**src/rtl/girl_pkg.sv**
```systemverilog
// rtl/girl_pkg.sv - shared types, constants and sprite ROM contents for girl_sprite_fetch
package girl_pkg;

    typedef enum logic [1:0] {
        STAND = 2'd0,
        RUN   = 2'd1,
        AIR   = 2'd2
    } anim_state_t;

    localparam logic [3:0] TRANSPARENT_IDX = 4'h0;
    localparam int         H_MAX           = 640;
    localparam int         V_MAX           = 480;

    // Sprite ROM image: a fixed nibble pattern over the 12-bit address space,
    // with index 0 appearing regularly so transparency is exercised.
    function automatic logic [3:0] rom_word(input logic [11:0] a);
        return a[3:0] ^ {a[6:4], a[7]} ^ a[11:8];
    endfunction

endpackage

```
**src/rtl/girl_rom.sv**
```systemverilog
// rtl/girl_rom.sv - synchronous single-port sprite ROM, 4-bit data, 1-cycle read latency
module girl_rom
    import girl_pkg::*;
#(
    parameter int AW = 12
) (
    input  logic          clk,
    input  logic [AW-1:0] addr_i,
    output logic [3:0]    data_o
);

    logic [3:0] data_q;

    // Registered read: address at cycle n gives data at cycle n+1.
    always_ff @(posedge clk) begin
        data_q <= rom_word(12'(addr_i));
    end

    assign data_o = data_q;

endmodule

```
**src/rtl/girl_sprite_fetch.sv**
```systemverilog
// rtl/girl_sprite_fetch.sv - Watergirl bounding box, ROM fetch and animation FSM (mirroring under GIRL_SPRITE_MIRROR_EN)
module girl_sprite_fetch
    import girl_pkg::*;
#(
    parameter int SPRITE_W  = 24,
    parameter int SPRITE_H  = 32,
    parameter int N_RUN     = 4,
    parameter int FRAME_DIV = 8
) (
    input  logic       Clk,
    input  logic       Reset,
    input  logic       vsync,
    input  logic [9:0] DrawX,
    input  logic [9:0] DrawY,
    input  logic [9:0] GirlX,
    input  logic [9:0] GirlY,
    input  logic       moving,
    input  logic       airborne,
    input  logic       facing_left,
    output logic [3:0] index,
    output logic       girl_on,
    output logic [2:0] anim_frame
);

    localparam int AW = $clog2((N_RUN + 1) * SPRITE_H * SPRITE_W);
    localparam int DW = (FRAME_DIV > 1) ? $clog2(FRAME_DIV) : 1;

    logic              vs_q, vs_prev_q;
    logic              vs_rise;
    logic [9:0]        gx_s_q, gy_s_q;
    anim_state_t       state_q, state_d;
    logic [2:0]        frame_q, frame_d;
    logic [DW-1:0]     div_q, div_d;
    logic [10:0]       dx, dy, lx;
    logic              in_box_d;
    logic [AW-1:0]     addr_d;
    logic              in_box_s1_q, in_box_s2_q;
    logic [AW-1:0]     addr_s1_q;
    logic [3:0]        rom_data;

    assign vs_rise = vs_q & ~vs_prev_q;

    // vsync history for rising-edge detection
    always_ff @(posedge Clk) begin
        if (Reset) begin
            vs_q      <= 1'b0;
            vs_prev_q <= 1'b0;
        end else begin
            vs_q      <= vsync;
            vs_prev_q <= vs_q;
        end
    end

    // Shadow position, latched once per frame so the sprite never tears
    always_ff @(posedge Clk) begin
        if (Reset) begin
            gx_s_q <= '0;
            gy_s_q <= '0;
        end else if (vs_rise) begin
            gx_s_q <= GirlX;
            gy_s_q <= GirlY;
        end
    end

`ifdef GIRL_SPRITE_MIRROR_EN
    logic face_s_q;

    // Shadow facing direction, latched with the position
    always_ff @(posedge Clk) begin
        if (Reset) begin
            face_s_q <= 1'b0;
        end else if (vs_rise) begin
            face_s_q <= facing_left;
        end
    end
`else
    logic unused_facing;
    assign unused_facing = facing_left;
`endif

    // Animation state, frame and divider registers
    always_ff @(posedge Clk) begin
        if (Reset) begin
            state_q <= STAND;
            frame_q <= '0;
            div_q   <= '0;
        end else begin
            state_q <= state_d;
            frame_q <= frame_d;
            div_q   <= div_d;
        end
    end

    // Animation next state: only moves on vs_rise; entering RUN wins over a divider step
    always_comb begin
        state_d = state_q;
        frame_d = frame_q;
        div_d   = div_q;
        if (vs_rise) begin
            if (airborne) begin
                state_d = AIR;
            end else if (moving) begin
                state_d = RUN;
            end else begin
                state_d = STAND;
            end
            case (state_d)
                RUN: begin
                    if (state_q != RUN) begin
                        frame_d = '0;
                        div_d   = '0;
                    end else if (div_q == DW'(FRAME_DIV - 1)) begin
                        div_d   = '0;
                        frame_d = (frame_q == 3'(N_RUN - 1)) ? 3'd0 : frame_q + 3'd1;
                    end else begin
                        div_d   = div_q + DW'(1);
                    end
                end
                AIR: begin
                    frame_d = 3'(N_RUN);
                    div_d   = '0;
                end
                default: begin
                    frame_d = '0;
                    div_d   = '0;
                end
            endcase
        end
    end

    // Box test and ROM address; 11-bit zero-extended subtraction makes off-edge pixels clip
    always_comb begin
        dx       = {1'b0, DrawX} - {1'b0, gx_s_q};
        dy       = {1'b0, DrawY} - {1'b0, gy_s_q};
        in_box_d = (dx < 11'(SPRITE_W)) && (dy < 11'(SPRITE_H));
`ifdef GIRL_SPRITE_MIRROR_EN
        lx       = face_s_q ? (11'(SPRITE_W - 1) - dx) : dx;
`else
        lx       = dx;
`endif
        addr_d   = (AW'(frame_q) * AW'(SPRITE_H) + AW'(dy)) * AW'(SPRITE_W) + AW'(lx);
    end

    // Pipeline: stage 1 holds box flag and address, stage 2 aligns the flag with ROM data
    always_ff @(posedge Clk) begin
        if (Reset) begin
            in_box_s1_q <= 1'b0;
            addr_s1_q   <= '0;
            in_box_s2_q <= 1'b0;
        end else begin
            in_box_s1_q <= in_box_d;
            addr_s1_q   <= addr_d;
            in_box_s2_q <= in_box_s1_q;
        end
    end

    girl_rom #(
        .AW(AW)
    ) u_rom (
        .clk    (Clk),
        .addr_i (addr_s1_q),
        .data_o (rom_data)
    );

    assign index      = in_box_s2_q ? rom_data : TRANSPARENT_IDX;
    assign girl_on    = in_box_s2_q && (rom_data != TRANSPARENT_IDX);
    assign anim_frame = frame_q;

endmodule
```
**config.mk**
```make
export PLATFORM = sky130hd
export DESIGN_NAME = girl_sprite_fetch
export DESIGN_NICKNAME = d
export VERILOG_FILES = /design/src/rtl/girl_pkg.sv /design/src/rtl/girl_rom.sv /design/src/rtl/girl_sprite_fetch.sv
export SDC_FILE = /design/constraint.sdc
export NUM_CORES = 1
export LEC_CHECK = 0
export CAP_MARGIN = 20
export CORE_UTILIZATION = 35
export CTS_CLUSTER_SIZE = 12
export DETAILED_ROUTE_END_ITERATION = 10
export GPL_TIMING_DRIVEN = 1
export PLACE_DENSITY = 0.52
export SYNTH_ARGS = -nofsm -noshare
export SYNTH_HDL_FRONTEND = slang
export SYNTH_SLANG_ARGS = --single-unit
```
**constraint.sdc**
```tcl
create_clock -name Clk -period 4.87 [get_ports Clk]
set_input_delay 0.7305 -clock Clk [delete_from_list [all_inputs] [get_ports Clk]]
set_output_delay 0.7305 -clock Clk [all_outputs]
set_load 0.01 [all_outputs]
```
# Word level (Yosys, flattened, before mapping)
# Cells that the tools add are included.
# classes
n_reduce_logical,4
n_eq_ne,6
shift,0
div,0
magnitude_cmp,2
add_sub_neg,6
mul,1
bitwise,4
n_mux,11
# ops
operator,count
10-bit by 10-bit subtractor with 11-bit output,2
3-bit two-way mux,6
12-bit by 11-bit adder with 12-bit output,1
8-bit by 11-bit adder with 12-bit output,1
12-bit by 2-bit multiplier with 9-bit output (second input constant),1
11-bit by 5-bit < comparator with 1-bit output (second input constant),1
11-bit by 6-bit < comparator with 1-bit output (second input constant),1
4-bit bitwise XOR,2
3-bit by 1-bit adder with 3-bit output (second input constant),2
3-bit case mux with 2 select lines,1
2-bit two-way mux,2
4-bit two-way mux,1
4-bit nonzero test,1
3-bit by 2-bit == test with 1-bit output (second input constant),1
3-bit == test (second input constant),1
3-bit inequality test (second input constant),1
2-bit by 1-bit == test with 1-bit output (second input constant),1
2-bit == test (second input constant),1
1-bit logical AND,2
2-bit by 1-bit inequality test with 1-bit output (second input constant),1
2-bit AND reduction,1
1-bit AND,1
1-bit two-way mux,1
1-bit inverter,1
# word_totals
mem_count,0
reg_bits,48
mem_bits_rw,0
latch_bits,0
out_inout_bits,8
mem_bits_ro,0

# Depth between registers and ports, before layout
# logic_depth
depth_word,6
depth_mapped,21
ltp_nobuf,21

# By module
# A second synthesis with hierarchy kept.
# unflattened
cells_unflattened,398
area_unflattened_um2,3280.6
# modules_own_cells
mod,cells_per_inst,seq_area_each_um2,area_per_inst_um2,instances
girl_sprite_fetch,390,880.8,3105.5,1
girl_rom,8,80.1,175.2,1

# Least setup slack after synthesis
# No wires, ideal clock.
# synth_path
kind,input to register
startpoint,input port DrawY[0]
endpoint,register addr_s1_q[11]
setup_ns,0.065
stages,17
t_arrival_ns,4.192
n_path_buf,0
slack_ns,0.613
path_cell_list,inv_1 ha_1 fa_1 nor2b_4 o31a_1 o31ai_1 o311ai_4 fa_1 inv_1 ha_1 o21a_1 nor2_1 xnor2_1 ha_1 o41ai_1 xnor3_1 nor2_1
# synth_via
elab_chain_cells,4
# synth_rtl
element,line_no,text
from (decl),girl_sprite_fetch.sv:14,"input logic [9:0] DrawY,"
10-bit by 10-bit subtractor with 11-bit output,girl_sprite_fetch.sv:134,"dy = {1'b0, DrawY} - {1'b0, gy_s_q};"
8-bit by 11-bit adder with 12-bit output,girl_sprite_fetch.sv:141,addr_d = (AW'(frame_q) * AW'(SPRITE_H) + AW'(dy)) * AW'(SPRITE_W) + AW'(lx);
12-bit by 2-bit multiplier with 9-bit output,girl_sprite_fetch.sv:141,
12-bit by 11-bit adder with 12-bit output,girl_sprite_fetch.sv:141,
to (signal assigned),girl_sprite_fetch.sv:152,addr_s1_q <= addr_d;
to (decl),girl_sprite_fetch.sv:38,logic [AW-1:0] addr_s1_q;
# No other way between the ends.
# A chain may end at the register's enable or synchronous reset.

# Worst setup path in the final report
# layout_path
startpoint,input port DrawY[1]
endpoint,register addr_s1_q[11]
# Same word-level chain as after synthesis.

==> out/metrics.csv <==
metric,value,unit
ys_ff_latch,48,
power.density,345,nW/um^2
layout-drive-gt1-share,6.17,%
antennaDiodeCount,0,
r2r-end,addr_s1_q[11]$_SDFF_PP0_,
yosysSeqAreaShare,28.5,%
drcViolationCount,0,
reg2reg_depth,19,
clockBufferDepth,2,
area_growth_syn_to_layout,25.3,%
gp_congestion,0.810,
first_global_vias,2674,
fmaxAchievable,217,MHz
syn_area_per_cell,8.20,um^2
total_power,1.46,mW
antenna_found_initial,0,
io_buffer_count,52,
end_kind,flop,
htreeDepth,2,
setup_violations,0,
num_vias,2844,
clock_sinks,48,
placementRows,35,
cp_max_fo,3,
synth_common_cells,"nand2_1, dfxtp_1, inv_1",
cap_violations,0,
ant_nets,0,
die_w,100,um
layoutNonFillerInstCount,599,
synth.area.top_cells,"dfxtp_1, ha_1, a21oi_1, nand2_1, xnor2_1",
synth_edf_count,0,
use_met2,25.0,%
netlist_area,3380,um^2
synth_nets,504,
outcome,"finished, final reports clean",
coreArea,9280,um^2
worst_slew_pin_slew,0.542,ns
yosysMostFrequentCell,nand2_1,
r2r_setup_slack,0.70,ns
async_flop_share,0,%
grt_start_max_net_pins,45,
synth_flop_cell,dfxtp_1,
ys_warn_count,0,
synth_cells,412,
clk_latency,0.30,ns
min_period_over_period,94.5,%
cts.reportedPaths.clkPinSlew,0.10,ns
drt_wl_total,7.03,mm
finalHoldViolCount,0,
gr-total-overflow,0,
ios,54,
crit_start,DrawY[1],
worst_setup_path_start_kind,input port,
finalMaxSlewViolations,0,
nets,561,
wl_per_cell,11.7,um
arrival,4.85,ns
die_area,10000,um^2
gr-usage-all-layers,14.5,%
cts_hold_buf,0,
cts_tree,done,
synth_largest_area_cell,dfxtp_1,
rsz0062_at_grt,false,
cts_inserted_buffers,5,
vias_per_cell,4.75,
hp-class,reg -> reg,
worstSetupPathType,in -> reg,
synth_top_cell_area_share,28.5,%
placed_cell_area,4080,um^2
crit_path_end,addr_s1_q[11]$_SDFF_PP0_,
dp_cells,590,
post-route-min-period,4.60,ns
met3_usage,2.30,%
skew,0.00584,ns
busiest_layer,met2,
place_hpwl,5.51,mm
drt_pre_antenna_iters,4,
synth.distinct_cells,52,
post_cts_buffers,0,
grt_pass1_wl,11.8,mm
root_buffer,clkbuf_8,
vdd_drop_max,0.166,mV
initial_core_util,36.4,%
reg2reg_from,gy_s_q[1]$_SDFFE_PP0P_,
p_leak,1.71,nW
worstPathRequired,5.11,ns
slew_headroom,63.0,%
met1_usage,19.0,%
die_y,100,um
stdcell_area,4230,um^2
drtIter0Drc,103,
[timing repair]
item / CTS / global route
resized for setup: 0 / 1
hold endpoints to repair: 0 / 0
endpoints found under the setup margin: 0 / 1
[cells in the final DEF, fill, tap and decap left out, drive strengths merged, types with 3 or more instances in the layout]
cell           instances
buf                   10
clkbuf                 5
a21oi                 42
or3                    3
ha                    41
nand2b                 3
xor2                   7
and2                   4
clkdlybuf4s50         52
o21a                   9
o21ai                 14
nor3                   6
dfxtp                 48
inv                   45
xnor2                 22
mux2i                  3
nor2b                 15
o31ai                  4
o21bai                 4
nand3                  4
fa                     5
nand2                 56
a31oi                  5
nor2                  30
[state kept, by name, summed over array words and instances, names as in the netlist, 2 cells and up]
name,cells
state_q,2
gx_s_q,10
addr_s1_q,12
div_q,3
u_rom.data_o,4
gy_s_q,10
anim_frame,3
[power breakdown]
part	internal (mW)	switching, mW
clock	0.155	0.147
combinational	0.346	0.331
sequential	0.454	0.0263
[worst max-delay path: stages]
cell and delay, ns:
clkdlybuf4s50_1 0.42, ha_1 0.29, nor2b_1 0.14, o31a_1 0.27, o21a_1 0.19, o21a_1 0.18, nor2_1 0.10, ha_1 0.18
inv_1 0.06, fa_1 0.47, inv_1 0.06, ha_1 0.32, o21a_1 0.14, nor2_1 0.05, xnor2_1 0.12, ha_1 0.19
o41ai_1 0.45, xnor3_1 0.41, nor2_1 0.10
[area by class of cell]
| class | instances | area, um^2 |
|---|---|---|
| Fill cell | 976 | 5050 |
| Sequential cell | 48 | 961 |
| Inverter | 44 | 165 |
| Multi-Input combinational cell | 308 | 2210 |
| Clock inverter | 3 | 46.3 |
| Tap cell | 129 | 161 |
| Clock buffer | 5 | 68.8 |
| Timing Repair Buffer | 62 | 616 |
[per-layer routing]
layer | wire length (um) | share of wire, %
met1 | 3560 | 51
met5 | 0 | 0
met2 | 3200 | 45
met3 | 212 | 3.0
met4 | 63 | 0.90
[through the flow]
stage | setup TNS (ns) | utilization, % | worst slack [ns] | hold slack [ns]
2_1_floorplan | 0 | - | 0.613 | 0.413
3_3_place_gp | 0 | 44.0 | 0.0157 | 0.419
3_5_place_dp | -0.0245 | 44.0 | -0.0245 | 0.422
4_1_cts | 0 | 45.2 | 0.276 | 0.437
5_1_grt | 0 | 45.6 | 0.00112 | 0.457
6_report | 0 | 45.6 | 0.267 | 0.433
[logic make-up (layout without fill, tap and decap cells)]
kind of cell             count (synthesis)  in the layout  synth area share (%)
AO/OA/AOI/OAI                           96             96                  18.7
XOR/XNOR                                30             30                  8.41
adder cells (fa/ha/maj)                 46             46                  18.2
buffers and inverters                   56            114                  6.22
flip-flops                              48             48                  28.5
multiplexers                             3              3                 0.889
AND/OR/NAND/NOR                        133            133                  19.2
[worst min-delay path by stage]
stage / start / to / slack (ns) / cells past startpoint
finish: addr_s1_q[4]$_SDFF_PP0_ / u_rom.data_o[1]$_DFF_P_ / 0.43 / 1
global route: addr_s1_q[5]$_SDFF_PP0_ / u_rom.data_o[2]$_DFF_P_ / 0.46 / 1
CTS: addr_s1_q[4]$_SDFF_PP0_ / u_rom.data_o[1]$_DFF_P_ / 0.44 / 1
detailed placement: addr_s1_q[4]$_SDFF_PP0_ / u_rom.data_o[1]$_DFF_P_ / 0.42 / 1
global placement: addr_s1_q[7]$_SDFF_PP0_ / u_rom.data_o[0]$_DFF_P_ / 0.42 / 1
floorplan: addr_s1_q[7]$_SDFF_PP0_ / u_rom.data_o[0]$_DFF_P_ / 0.41 / 1
(Power assumes the default switching activity.)
